File: config.mk
export PLATFORM = sky130hd
export DESIGN_NAME = bus_rx_endpoint
export DESIGN_NICKNAME = d
export VERILOG_FILES = /design/src/rtl/bus_pkg.sv /design/src/rtl/fwft_fifo.sv /design/src/rtl/bus_rx_endpoint.sv
export SDC_FILE = /design/constraint.sdc
export NUM_CORES = 1
export LEC_CHECK = 0
export CAP_MARGIN = 20
export CORE_MARGIN = 2
export CORE_UTILIZATION = 58
export DETAILED_ROUTE_END_ITERATION = 12
export GPL_ROUTABILITY_DRIVEN = 0
export PLACE_DENSITY = 0.8
export SETUP_SLACK_MARGIN = 0.05
export SYNTH_ARGS = -nofsm -noshare
export SYNTH_HDL_FRONTEND = slang
export SYNTH_SLANG_ARGS = --single-unit
File: constraint.sdc
create_clock -name clk -period 7.5 [get_ports clk]
set_clock_uncertainty 0.1 [all_clocks]
set_input_delay 1.125 -clock clk [delete_from_list [all_inputs] [get_ports clk]]
set_output_delay 1.125 -clock clk [all_outputs]
set_load 0.02 [all_outputs]
File: src/rtl/bus_pkg.sv
// Shared bus definitions: destination field layout, broadcast
// address and receive FIFO state encoding.
package bus_pkg;

  localparam int DEST_W = 8;
  localparam logic [DEST_W-1:0] BCAST_ADDR = 8'hFF;
  localparam int PKT_MAX = 256;

  typedef enum logic [1:0] {
    EMPTY,
    PARTIAL,
    FULL
  } rx_state_t;

  // Destination is the top DEST_W bits of a w-bit packet.
  function automatic logic [DEST_W-1:0] dest_of(
    input logic [PKT_MAX-1:0] pkt,
    input int unsigned        w
  );
    return DEST_W'(pkt >> (w - DEST_W));
  endfunction

endpackage

File: src/rtl/fwft_fifo.sv
// First-word-fall-through FIFO with explicit count and a
// three-state occupancy FSM driving registered flags.
module fwft_fifo
  import bus_pkg::*;
#(
  parameter int pckg_sz = 16,
  parameter int DEPTH   = 8
) (
  input  logic                       clk,
  input  logic                       rst_n,
  input  logic                       wr_i,
  input  logic [pckg_sz-1:0]         wdata_i,
  input  logic                       rd_i,
  output logic [pckg_sz-1:0]         rdata_o,
  output logic                       valid_o,
  output logic                       full_o,
  output logic [$clog2(DEPTH+1)-1:0] count_o
);

  localparam int AW = $clog2(DEPTH);
  localparam int CW = $clog2(DEPTH+1);

  logic [pckg_sz-1:0] mem_q [DEPTH];
  logic [AW-1:0]      wptr_q;
  logic [AW-1:0]      rptr_q;
  logic [CW-1:0]      cnt_q;
  logic [CW-1:0]      cnt_d;
  rx_state_t          st_q;
  rx_state_t          st_d;
  logic               do_rd;
  logic               do_wr;

  assign do_rd = rd_i && (st_q != EMPTY);
  assign do_wr = wr_i && ((st_q != FULL) || do_rd);

  always_ff @(posedge clk) begin
    if (do_wr) mem_q[wptr_q] <= wdata_i;
  end

  always_ff @(posedge clk or negedge rst_n) begin
    if (!rst_n) begin
      wptr_q <= '0;
      rptr_q <= '0;
      cnt_q  <= '0;
      st_q   <= EMPTY;
    end else begin
      if (do_wr) wptr_q <= wptr_q + 1'b1;
      if (do_rd) rptr_q <= rptr_q + 1'b1;
      cnt_q <= cnt_d;
      st_q  <= st_d;
    end
  end

  always_comb begin
    cnt_d = cnt_q;
    unique case ({do_wr, do_rd})
      2'b10:   cnt_d = cnt_q + CW'(1);
      2'b01:   cnt_d = cnt_q - CW'(1);
      default: cnt_d = cnt_q;
    endcase
  end

  always_comb begin
    st_d = st_q;
    unique case (st_q)
      EMPTY: begin
        if (do_wr) st_d = PARTIAL;
      end
      PARTIAL: begin
        if (do_rd && !do_wr && cnt_q == CW'(1))
          st_d = EMPTY;
        else if (do_wr && !do_rd && cnt_q == CW'(DEPTH-1))
          st_d = FULL;
      end
      FULL: begin
        if (do_rd && !do_wr) st_d = PARTIAL;
      end
      default: st_d = EMPTY;
    endcase
  end

  assign valid_o = (st_q != EMPTY);
  assign full_o  = (st_q == FULL);
  assign count_o = cnt_q;
  assign rdata_o = valid_o ? mem_q[rptr_q] : '0;

endmodule

File: src/rtl/bus_rx_endpoint.sv
// Device-side bus receiver: filters beats by destination, queues
// them in a FWFT FIFO and counts packets dropped on overflow.
module bus_rx_endpoint
  import bus_pkg::*;
#(
  parameter int               drvrs   = 4,
  parameter int               pckg_sz = 16,
  parameter int               DEPTH   = 8,
  parameter int               ID      = 0,
  parameter logic [DEST_W-1:0] BCAST  = BCAST_ADDR
) (
  input  logic                       clk,
  input  logic                       reset,
  input  logic                       push,
  input  logic [pckg_sz-1:0]         D_push,
  input  logic                       rd_en,
  output logic [pckg_sz-1:0]         rd_data,
  output logic                       rd_valid,
  output logic [$clog2(DEPTH+1)-1:0] count,
  output logic                       full,
  output logic [7:0]                 ovf_cnt,
  output logic                       ovf_flag,
  input  logic                       clr_ovf
);

  logic [DEST_W-1:0] dest;
  logic              match;
  logic              wr_ok;
  logic              drop;
  logic [7:0]        ovf_cnt_q;
  logic [7:0]        ovf_cnt_d;
  logic              ovf_flag_q;
  logic              ovf_flag_d;

  assign dest  = dest_of(PKT_MAX'(D_push), pckg_sz);
  assign match = push && (dest == DEST_W'(ID) || dest == BCAST);
  // A read in the same cycle frees a slot, so full alone is not a drop.
  assign wr_ok = match && (!full || rd_en);
  assign drop  = match && full && !rd_en;

  fwft_fifo #(
    .pckg_sz (pckg_sz),
    .DEPTH   (DEPTH)
  ) u_fifo (
    .clk     (clk),
    .rst_n   (reset),
    .wr_i    (wr_ok),
    .wdata_i (D_push),
    .rd_i    (rd_en),
    .rdata_o (rd_data),
    .valid_o (rd_valid),
    .full_o  (full),
    .count_o (count)
  );

  always_comb begin
    ovf_cnt_d  = ovf_cnt_q;
    ovf_flag_d = ovf_flag_q;
    if (drop) begin
      ovf_flag_d = 1'b1;
      if (clr_ovf)
        ovf_cnt_d = 8'd1;
      else if (ovf_cnt_q != 8'hFF)
        ovf_cnt_d = ovf_cnt_q + 8'd1;
    end else if (clr_ovf) begin
      ovf_cnt_d  = '0;
      ovf_flag_d = 1'b0;
    end
  end

  always_ff @(posedge clk or negedge reset) begin
    if (!reset) begin
      ovf_cnt_q  <= '0;
      ovf_flag_q <= 1'b0;
    end else begin
      ovf_cnt_q  <= ovf_cnt_d;
      ovf_flag_q <= ovf_flag_d;
    end
  end

  assign ovf_cnt  = ovf_cnt_q;
  assign ovf_flag = ovf_flag_q;

endmodule

== Word-level counts from Yosys, hierarchy flattened ==
Memories as Yosys holds them, arrays and structs flattened.
Index checks and enable logic that the tools add are counted.

* Memory bits (read-only): 0
* Memories kept: 1
* Output and inout port bits: 31
* Bits in latches: 0
* Bits in registers: 21
* Memory bits (writable): 128

* Multipliers: 0
* Shift operators: 0
* Bitwise logic cells: 0
* $add $sub $neg: 5
* Magnitude comparators: 0
* Equality and inequality tests: 12
* Divide/modulo/power cells: 0
* Reductions and logical operators: 25
* Multiplexer cells: 15

{| class="wikitable"
|+ Memories
! name !! words !! bits a word !! read ports !! clocked after Yosys merged registers in !! write ports !! RTL line !! source
|-
| u_fifo.mem_q || 8 || 16 || 1 || 0 || 1 || fwft_fifo.sv:23 || <nowiki>logic [pckg_sz-1:0] mem_q [DEPTH];</nowiki>
|}

{| class="wikitable"
|+ Operator list
! cell !! count
|-
| 2-to-1 mux 8 bit || 4
|-
| 2-to-1 mux 16 bit || 1
|-
| logical AND 1 bit || 10
|-
| adder 8 x 1 -> 8 bit, second input constant || 1
|-
| equality test 8 bit, second input constant || 1
|-
| logical NOT 8 bit || 1
|-
| 2-to-1 mux 2 bit || 4
|-
| inequality test 8 bit, second input constant || 1
|-
| one-hot mux 4 bit (2 select lines) || 1
|-
| nonzero test 2 bit || 4
|-
| adder 3 x 1 -> 3 bit, second input constant || 2
|-
| one-hot mux 2 bit (3 select lines) || 1
|-
| adder 4 x 1 -> 4 bit, second input constant || 1
|-
| equality test 2 x 1 -> 1 bit, second input constant || 2
|-
| equality test 2 bit, second input constant || 2
|-
| equality test 4 x 1 -> 1 bit, second input constant || 1
|-
| equality test 4 x 3 -> 1 bit, second input constant || 1
|-
| logical NOT 1 bit || 4
|-
| 2-to-1 mux 1 bit || 4
|-
| inequality test 2 x 1 -> 1 bit, second input constant || 2
|-
| subtractor 4 x 1 -> 4 bit, second input constant || 1
|-
| logical OR 1 bit || 3
|-
| inequality test 3 x 1 -> 1 bit, second input constant || 1
|-
| AND reduction 3 bit || 1
|-
| other kinds (3) || 3
|}

== Depth between registers and ports, before layout ==
Gate-level depths: netlist of the first run.

* Depth in word-level cells: 10
* Mapped depth: 11
* Depth with buffers taken out: 10

== Cells and area by module ==
From an unflattened synthesis of the first run, not the netlist that was laid out.

* Cell total of the unflattened synthesis: 317
* Area, all modules: 6157.2 µm²

{| class="wikitable"
|+ Modules (own cells, without submodules)
! module !! area each (µm²) !! times used !! sequential area each (µm²) !! cells each
|-
| fwft_fifo || 5584.1 || 1 || 4144.0 || 257
|-
| bus_rx_endpoint || 573.0 || 1 || 225.2 || 60
|}

== Worst setup path before layout of the first run ==
OpenSTA, ideal clock, no wires.

* Path type: input to register
* Start: input D_push[8]
* End: memory u_fifo.mem_q[4][0], enable pin
* Cell stages on the path: 5
* Path buffers: 0
* Arrival time: 3.637 ns
* Slack: 3.327 ns
* Cells stage by stage: nor4_2 > nand2_1 > a21oi_2 > nand2_2 > nor4b_1

* Cells in the longest elaborated chain, start to end: 7
* Elaborated cells between the ends (all ways): 8
* Classes of those cells: eq/ne (1); mux (2); reduce/logical (5)

{| class="wikitable"
|+ Ends and longest elaborated chain
! item !! RTL line !! source
|-
| start: declaration || bus_rx_endpoint.sv:15 || <nowiki>input logic [pckg_sz-1:0] D_push,</nowiki>
|-
| equality test 8 bit / logical NOT 8 bit (equally long branches) || bus_rx_endpoint.sv:36 || <nowiki>assign match = push && (dest == DEST_W'(ID) || dest == BCAST);</nowiki>
|-
| logical OR 1 bit (*) || bus_rx_endpoint.sv:36 ||
|-
| logical AND 1 bit (*) || bus_rx_endpoint.sv:36 ||
|-
| logical AND 1 bit (*) || bus_rx_endpoint.sv:38 || <nowiki>assign wr_ok = match && (!full || rd_en);</nowiki>
|-
| logical AND 1 bit (*) || fwft_fifo.sv:34 || <nowiki>assign do_wr = wr_i && ((st_q != FULL) || do_rd);</nowiki>
|-
| 2-to-1 mux 1 bit (*) || fwft_fifo.sv:37 || <nowiki>if (do_wr) mem_q[wptr_q] <= wdata_i;</nowiki>
|-
| 2-to-1 mux 1 bit (implied by the code) (*) || fwft_fifo.sv:37 ||
|-
| end: declaration || fwft_fifo.sv:23 ||
|}

Mark *: on every way between the ends. The rest lies on a longest branch, timed or not.

== Worst setup path after layout of the first run ==
* Start: register u_fifo.rptr_q[0]
* End: output rd_data[14]

* Cells in the longest elaborated chain, start to end: 2

{| class="wikitable"
|+ Ends and longest elaborated chain
! item !! RTL line !! source
|-
| start: declaration || fwft_fifo.sv:25 || <nowiki>logic [AW-1:0] rptr_q;</nowiki>
|-
| start signal: assignment || fwft_fifo.sv:48 || <nowiki>if (do_rd) rptr_q <= rptr_q + 1'b1;</nowiki>
|-
| memory (8 x 16 bit) || - ||
|-
| 2-to-1 mux 16 bit || fwft_fifo.sv:85 || <nowiki>assign rdata_o = valid_o ? mem_q[rptr_q] : '0;</nowiki>
|-
| end: declaration || bus_rx_endpoint.sv:17 || <nowiki>output logic [pckg_sz-1:0] rd_data,</nowiki>
|}

No other way between the ends.

==> results of run 1 <==
[power by group]
group	internal (mW)	switching, mW	leakage (nW)
clock network	0.475	0.324	0.267
registers	0.919	0.0785	1.43
logic	0.266	0.201	0.755
total	1.66	0.603	2.45
[metrics by stage]
step                      instance area [um2]  setup WS [ns]
after CTS                                7400           3.33
after global routing                     7400           3.22
after detailed placement                 6830           3.05
after global placement                   6830           3.17
after floorplan                          6100           3.33
final                                    7400           3.40
[synthesized netlist by cell type]
| library cell | count |
|---|---|
| sky130_fd_sc_hd__a2111o_1 | 1 |
| sky130_fd_sc_hd__a2111oi_1 | 2 |
| sky130_fd_sc_hd__a211o_1 | 1 |
| sky130_fd_sc_hd__a211oi_1 | 1 |
| sky130_fd_sc_hd__a21oi_1 | 4 |
| sky130_fd_sc_hd__a21oi_2 | 1 |
| sky130_fd_sc_hd__a22o_1 | 1 |
| sky130_fd_sc_hd__a31oi_1 | 1 |
| sky130_fd_sc_hd__a32oi_1 | 1 |
| sky130_fd_sc_hd__buf_1 | 3 |
| sky130_fd_sc_hd__buf_2 | 6 |
| sky130_fd_sc_hd__clkbuf_1 | 6 |
| sky130_fd_sc_hd__dfrtp_1 | 21 |
| sky130_fd_sc_hd__edfxtp_1 | 128 |
| sky130_fd_sc_hd__ha_1 | 8 |
| sky130_fd_sc_hd__inv_1 | 8 |
| sky130_fd_sc_hd__inv_2 | 1 |
| sky130_fd_sc_hd__mux2_1 | 1 |
| sky130_fd_sc_hd__mux2_2 | 2 |
| sky130_fd_sc_hd__mux2i_1 | 17 |
| sky130_fd_sc_hd__mux4_2 | 32 |
| sky130_fd_sc_hd__nand2_1 | 16 |
| sky130_fd_sc_hd__nand2_2 | 1 |
| sky130_fd_sc_hd__nand2b_1 | 2 |
| sky130_fd_sc_hd__nand3_1 | 2 |
| sky130_fd_sc_hd__nand3b_1 | 1 |
| sky130_fd_sc_hd__nand4_1 | 4 |
| sky130_fd_sc_hd__nand4b_1 | 1 |
| sky130_fd_sc_hd__nor2_1 | 27 |
| sky130_fd_sc_hd__nor2b_1 | 2 |
| sky130_fd_sc_hd__nor3_1 | 3 |
| sky130_fd_sc_hd__nor3b_1 | 3 |
| sky130_fd_sc_hd__nor4_1 | 1 |
| sky130_fd_sc_hd__nor4_2 | 3 |
| sky130_fd_sc_hd__nor4b_1 | 3 |
| sky130_fd_sc_hd__o21ai_0 | 4 |
| sky130_fd_sc_hd__o2bb2a_1 | 1 |
| sky130_fd_sc_hd__or2_0 | 1 |
| sky130_fd_sc_hd__or2_2 | 2 |
| sky130_fd_sc_hd__or3_1 | 1 |
| sky130_fd_sc_hd__or4_1 | 1 |
| sky130_fd_sc_hd__xnor2_1 | 7 |
| sky130_fd_sc_hd__xor2_1 | 4 |
[routing by layer]
layer	vias up	GRT usage, %	wire, um
li1	1455	-	-
met1	1645	29.4	4580
met2	113	34.8	5860
met3	8	4.92	708
met4	0	9.55	108
met5	-	0	0
[cell families (layout without fill, tap and decap cells)]
kind of cell / Yosys count / count (layout)
mux: 52 / 52
fa+ha+maj: 8 / 8
buf+inv: 24 / 101
xor+xnor: 11 / 11
compound gates: 18 / 18
simple gates: 74 / 74
flops: 149 / 149
[cells in the final DEF (no fill, tap or decap), types with 4 or more instances in the layout]
cell                              count
sky130_fd_sc_hd__edfxtp_1           128
sky130_fd_sc_hd__mux2i_1             17
sky130_fd_sc_hd__nand4_1              4
sky130_fd_sc_hd__clkinv_4             4
sky130_fd_sc_hd__mux4_2              32
sky130_fd_sc_hd__ha_1                 8
sky130_fd_sc_hd__buf_4                9
sky130_fd_sc_hd__nand2_1             16
sky130_fd_sc_hd__clkbuf_16           16
sky130_fd_sc_hd__o21ai_0              4
sky130_fd_sc_hd__inv_1                8
sky130_fd_sc_hd__xnor2_1              7
sky130_fd_sc_hd__nor2_1              27
sky130_fd_sc_hd__a21oi_1              4
sky130_fd_sc_hd__xor2_1               4
sky130_fd_sc_hd__dfrtp_1             19
sky130_fd_sc_hd__clkdlybuf4s50_1     51
sky130_fd_sc_hd__nor4_2               4
[registers in the layout, summed over array words and instances, names as in the netlist]
| register | flops |
|---|---|
| u_fifo.mem_q | 128 |
| ovf_cnt | 8 |
| u_fifo.count_o | 4 |
| u_fifo.rptr_q | 3 |
| u_fifo.wptr_q | 3 |
| u_fifo.st_q | 2 |
| ovf_flag | 1 |
[area by class of cell]
cell class	count	area (um2)	share of cell area (%)
clock buffers	18	418	5.64
well taps	136	170	2.30
clock inverters	14	151	2.04
flip-flops and latches	149	4370	59.1
inverters	9	33.8	0.456
multi-input cells	163	1680	22.7
repair buffers	60	578	7.81
[worst paths after layout]
check / from / cells past startpoint / end
max in group asynchronous: reset / 1 / u_fifo.rptr_q[1]
hold / removal: u_fifo.count_o[3] / 1 / u_fifo.count_o[3]
setup / recovery: u_fifo.rptr_q[0] / 5 / rd_data[14]
min in group asynchronous: reset / 1 / u_fifo.rptr_q[2]
setup reg to reg: u_fifo.st_q[0] / 10 / u_fifo.count_o[3]
hold reg to reg: u_fifo.count_o[3] / 1 / u_fifo.count_o[3]
==> results, run 1 <==
- For this run, the number of Yosys warnings is 0.
- The growth of design area from synthesis to finish is 21.3%.
- In the routed design, unresolved DRC markers number 0.
- The count of pins over their slew limit is 0.
- VDD sags by at most roughly 0.00025 V.
- The synthesized area divided by synthesized cell count is around 18 um2.
- The kind of start point of the critical path is a flip-flop.
- The ratio of cells with drive above 1 in the final layout is 21.5%.
- The finished layout holds between 500 and 600 standard cells, fillers aside.
- Yosys attributes the largest share of cell area to sky130_fd_sc_hd__edfxtp_1 63%, sky130_fd_sc_hd__mux4_2 12%, sky130_fd_sc_hd__dfrtp_1 8.6%.
- The minimum clock period after layout is between 4 and 5 ns.
- The wire-length estimate of the detail-placed layout is ~6600 um.
- STA puts the critical path data required time at roughly 6.3 ns.
- The tree built by TritonCTS fans out to about 150 sinks.
- The number of distinct library cell variants in the gate-level netlist after synthesis is 43.
- The portion of synthesized cell area occupied by the leading cell type is 63.0%.
- The number of nets with antenna violations after routing is 0.
- The final hold slack is ~0.42 ns.
- The portion of the post-synthesis area used by sequential elements is between 70% and 80%.
- Multiplexer cells account for 15.2% of the synthesized area.
- The post-synthesis compound-gate area fraction is 2.13%.
- Synthesis handed over a netlist of about 340 instances.
- The final wirelength is about 11000 um.
- The number of placed cells counting well taps is 517.
- The number of nets handed over by synthesis was roughly 370.
- In this run the register-to-register setup slack is about 5 ns.
- Along the worst path, the maximum fanout reaches 34.
- The achievable clock frequency is roughly 0.24 GHz.
- The highest-delay cell along the critical path is sky130_fd_sc_hd__mux4_2.
- The number of global-route vias before repair is 3350.
- The number of buffers and inverters on the critical path is 2.
- CTS placed an instance of sky130_fd_sc_hd__clkbuf_8 at the clock tree root.
- The final number of hold-violating endpoints came to 0.
- The die extent in x is ~110 um.
- The critical path goes through buf_4, mux4_2, mux2i_1, nor2_1, clkdlybuf4s50_1.
- The cell type with the largest total area after synthesis is sky130_fd_sc_hd__edfxtp_1.
- In this run, CTS created clock tree buffers numbering 17.
- The parity-gate share of the synthesized area counting xor and xnor cells is under 10%.
- The number of top-level pins is 52.
- The total global-route track usage is around 22%.
- The H-tree generated during clock tree synthesis spans 4 levels.
- The power density over the cells is a little over 300 nW/um2.
- Counting the fill cells in the layout gives between 600 and 700.
- In the final timing run, aggregate negative setup slack is 0 ns.
- The number of diodes added for antenna fixing is 0.
- The via count normalized by instance count is around 5.9.
- The total core area is between 10000 and 15000 um2.
- The routed layout has 3221 vias.
- The run finished with clean final reports.
- The number of antenna violations at the first check in global routing is 0.
- The path type of the worst min-delay path is reg2reg.
- The category of cells accounting for the largest share of critical-path delay is buffers and inverters.
- Setup repair after global routing left no endpoint under its margin.
- For the worst setup path, the data arrival time is 2.88 ns.
- The type of the worst setup path is reg2out.
- The total of cells resized after clock tree synthesis is 0.
- The mapped netlist covers a little over 6000 um2.
- The tightest slew margin relative to the limit is 25.9%.
- The post-synthesis share of cell area spent on full adders, half adders and majority gates is roughly 1.6%.
- The largest net degree at the start of global routing is 35.
- The insertion delay to the later sink of the worst-skew pair is 0.51 ns.
- The count of standard-cell rows is 37.
- In the finished design, the share of the clock period the worst path needs comes to 54.7%.
- The simple-gate area share of the yosys netlist is 6.29%.
- Measured on the finished design, the core utilization comes to between 70% and 80%.
- The maximum buffer depth of the clock tree is 2.
- TritonCTS built the clock tree.
- The port buffer count is 51.
- For this run the aggregate overflow at the end of global routing stands at 0.
- The first-pass detailed-route iteration total is 4.
- The standby leakage power is around 2.5 nW.
- The first routing iteration left approximately 190 violations.
- The wire length of the first global-routing pass is approximately 18000 um.
- The layout net count is between 400 and 500.
- For this run, the slowest stage of the critical path takes about 0.61 ns.
- The number of buffers inserted by hold repair at cts is 0.
- In the final routed layout, each cell accounts on average for between 20 and 25 um.
- Clock-pin slew was measured on the worst setup and hold paths at around 0.060 ns.
- The die boundary height is 107 um.
- Counting flops and latches in the post-synthesis netlist gives 149.
- The dominant combinational cell family by area after synthesis is multiplexers.
- The number of setup violations in the final report is 0.
- The effective utilization at floorplan is between 50% and 60%.
- The tool flagged a number of max-cap violations equal to 0.
- After clock tree synthesis, the setup repair step added 0 buffers.
- The worst setup path is captured at a primary output.
- At the pin with the least slew margin, the transition time is approximately 1.1 ns.
- Power comes to roughly 2.3 mW.
- The die covers between 10000 and 15000 um2.
Note: power is estimated with default switching activity, not from simulation.
==> inputs of run 2 (changes only) <==
--- a/config.mk
+++ b/config.mk
@@ -7,10 +7,10 @@
 export LEC_CHECK = 0
 export CAP_MARGIN = 20
 export CORE_MARGIN = 2
-export CORE_UTILIZATION = 58
+export CORE_UTILIZATION = 52
 export DETAILED_ROUTE_END_ITERATION = 12
 export GPL_ROUTABILITY_DRIVEN = 0
-export PLACE_DENSITY = 0.8
+export PLACE_DENSITY = 0.76
 export SETUP_SLACK_MARGIN = 0.05
 export SYNTH_ARGS = -nofsm -noshare
 export SYNTH_HDL_FRONTEND = slang
==> constraint.sdc (replaced) <==
create_clock -name clk -period 3.31 [get_ports clk]
set_clock_uncertainty 0.1 [all_clocks]
set_input_delay 0.4965 -clock clk [delete_from_list [all_inputs] [get_ports clk]]
set_output_delay 0.4965 -clock clk [all_outputs]
set_load 0.02 [all_outputs]
==> results, run 2 (synthesis results as in run 1) <==
- The die extent in x is 112 um (was 107 um).
- The area of all sequential standard cells is 4370 um2 (about the same).
- The number of buffers inserted by hold repair at cts is 0 (unchanged).
- The worst-margin pin slew came to 0.979 ns (was 1.11 ns).
- The TritonCTS clock tree is built (unchanged).
- The number of nets with antenna violations after routing is 0 (unchanged).
- The total global-route track usage is 20.2% (was 21.8%).
- The final number of hold-violating endpoints is 0 (unchanged).
- The number of placed cells counting well taps is 543 (was 517).
- The longest individual stage delay on the worst path is 0.56 ns (was 0.61 ns).
- The insertion delay to the later sink of the worst-skew pair is 0.40 ns (was 0.51 ns).
- The largest net degree at the start of global routing is 35 (unchanged).
- The category of cells accounting for the largest share of critical-path delay is buffers and inverters (unchanged).
- The number of violations of the max-capacitance limit is 0 (unchanged).
- The total of cells resized after clock tree synthesis was 0 (unchanged).
- The number of flip-flops in the largest register is 128 (unchanged).
- The count of pins over their slew limit is 0 (unchanged).
- The highest-delay cell along the critical path is sky130_fd_sc_hd__mux4_2 (unchanged).
- The clock tree root buffer cell is sky130_fd_sc_hd__clkbuf_16 (was sky130_fd_sc_hd__clkbuf_8).
- The total number of vias was 3272 (was 3221).
- The number of top-level pins is 52 (unchanged).
- The iteration-0 DRC count of the detailed router came to 251 (was 194).
- The number of standard cells in the layout, taps in and fillers out is 575 (was 549).
- The achievable clock frequency is roughly 0.33 GHz.
- The share of the core filled with cells was 66.2% (was 72.0%).
- The wire length of the first global-routing pass was 19000 um (was 18000 um).
- The maximum buffer depth of the clock tree is 2 (unchanged).
- Unrepaired setup endpoints after global routing: false (unchanged).
- The total area of multi-input combinational cells is 1670 um2 (was 1680 um2).
- The power density over the cells is 683 nW/um2 (was 306 nW/um2).
- The effective utilization at floorplan is 53.4% (was 59.4%).
- The number of buffers inserted by post-CTS setup repair came to 0 (unchanged).
- The clock-pin slew on the worst setup and hold paths is 0.06 ns (about the same).
- The register containing the most flip-flops in the final layout is u_fifo.mem_q (unchanged).
- The share of the clock period used by the worst path after layout is approximately 92%.
- The layout net count is 448 (was 429).
- The number of sinks driven by the clock tree was 149 (unchanged).
- The launching element of the worst setup path is u_fifo.rptr_q[0] (unchanged).
- The HPWL reported at the end of detailed placement came to 7280 um (was 6590 um).
- The setup TNS after final layout is 0 ns (unchanged).
- The commonest non-fill, non-tap cell in the layout was sky130_fd_sc_hd__edfxtp_1 (unchanged).
- The count of standard-cell rows is 39 (was 37).
- The total power draw is 5.16 mW (was 2.26 mW).
- The endpoint arrival time on the critical path is 2.45 ns (was 2.88 ns).
- The first-pass detailed-route iteration total is 5 (was 4).
- The total die area is 12600 um2 (was 11400 um2).
- The number of diodes added for antenna fixing is 0 (unchanged).
- The ratio of cells with drive above 1 in the final layout was 25.0% (was 21.5%).
- The number of levels in the clock H-tree is 4 (unchanged).
- The post-detailed-route DRC marker count is 0 (unchanged).
- The minimum clock period after layout is ~3.1 ns.
- The largest voltage drop on the vdd net was 0.000499 V (was 0.000249 V).
- The maximum net fanout on the critical path is 34 (unchanged).
- The required time reported for the critical path endpoint is 2.71 ns (was 6.27 ns).
- The kind of end point of the critical path is a primary output (unchanged).
- The startpoint of the tightest hold check path is u_fifo.count_o[3] (unchanged).
- The standby leakage power was 2.56 nW (was 2.45 nW).
- The growth of design area from synthesis to finish was 23.9% (was 21.3%).
- The port buffer count is 51 (unchanged).
- The kind of start point of the critical path is a flip-flop (unchanged).
- The total core area is 11400 um2 (was 10300 um2).
- Most used cells in the layout excluding fill and tap cells: 128 x sky130_fd_sc_hd__edfxtp_1, 51 x sky130_fd_sc_hd__clkdlybuf4s50_1, 32 x sky130_fd_sc_hd__mux4_2 (unchanged).
- The number of setup violations in the final report is 0 (unchanged).
- The average wire length per cell after detail routing was 20.7 um (was 20.5 um).
- Status: completed (unchanged).
- The final hold slack is 0.423 ns (was 0.417 ns).
- The type of the worst setup path is reg2out (unchanged).
- The via count normalized by instance count is 5.69 (was 5.87).
- The clock buffer count from CTS is 17 (unchanged).
- The final wirelength was 11900 um (was 11300 um).
- The overflow left after global routing is 0 (unchanged).
- The number of buffers and inverters on the critical path is 2 (unchanged).
- The die boundary height is 112 um (was 107 um).
- The startpoint of the lowest-slack register-to-register path is u_fifo.st_q[1] (was u_fifo.st_q[0]).
- Cells traversed along the worst timing path: buf_12, mux4_2, mux2i_1, nor2_1, clkdlybuf4s50_1 (was buf_4, mux4_2, mux2i_1, nor2_1, clkdlybuf4s50_1).
- The total of fill cells in the finished design is 776 (was 629).
- The number of antenna violations at the first check in global routing is 0 (unchanged).
- The tightest slew margin relative to the limit is 34.5% (was 25.9%).
- The path type of the worst min-delay path is reg2reg (unchanged).
- The number of global-route vias before repair is 3431 (was 3350).
## run 2: cell types whose count changed in the layout (fill, tap and decap cells not counted), moves of 2 or more
cell / change
sky130_fd_sc_hd__clkinv_2: +3
sky130_fd_sc_hd__buf_12: +2
sky130_fd_sc_hd__inv_8: +2
sky130_fd_sc_hd__buf_4: +17
sky130_fd_sc_hd__clkinv_4: -2
## run 2: per-layer routing
layer	GRT usage, %	vias to the layer above	share of wire [%]	wire length, um
li1	-	1493	-	-
met1	27.3	1690	42	4970
met4	6.18	0	1.1	130
met5	0	-	0	0
met3	4.10	11	4.4	519
met2	33.8	78	53	6290
## run 2: final timing paths
path                                          end  slack, ns  cells past startpoint
worst max register to register  u_fifo.count_o[3]       0.92                      8
min in group asynchronous       u_fifo.count_o[2]       0.54                      1
max in group asynchronous        u_fifo.rptr_q[0]       1.92                      1
worst min-delay path            u_fifo.count_o[3]       0.42                      1
worst max-delay path                  rd_data[15]       0.26                      5
worst min register to register  u_fifo.count_o[3]       0.42                      1
## run 2: stage by stage
| step | instance area (um2) | setup slack [ns] |
|---|---|---|
| after floorplan | 6100 | -0.235 |
| after detailed placement | 7000 | 0.0758 |
| after CTS | 7560 | 0.190 |
| after global placement | 7000 | 0.226 |
| after global routing | 7560 | 0.161 |
| final | 7560 | 0.260 |
## run 2: area by class of cell
type	count	share of cell area, %
sequential	149	57.8
inverter	9	0.447
multi-input combinational	163	22.1
clock inverter	14	1.70
timing repair buffer	79	9.86
clock buffer	18	5.68
tap	143	2.37
## run 2: power by group
group | internal, mW | leakage (nW) | switching (mW)
sequential | 2.08 | 1.43 | 0.0833
combinational | 0.641 | 0.855 | 0.557
clock | 1.04 | 0.268 | 0.754
total | 3.77 | 2.56 | 1.40
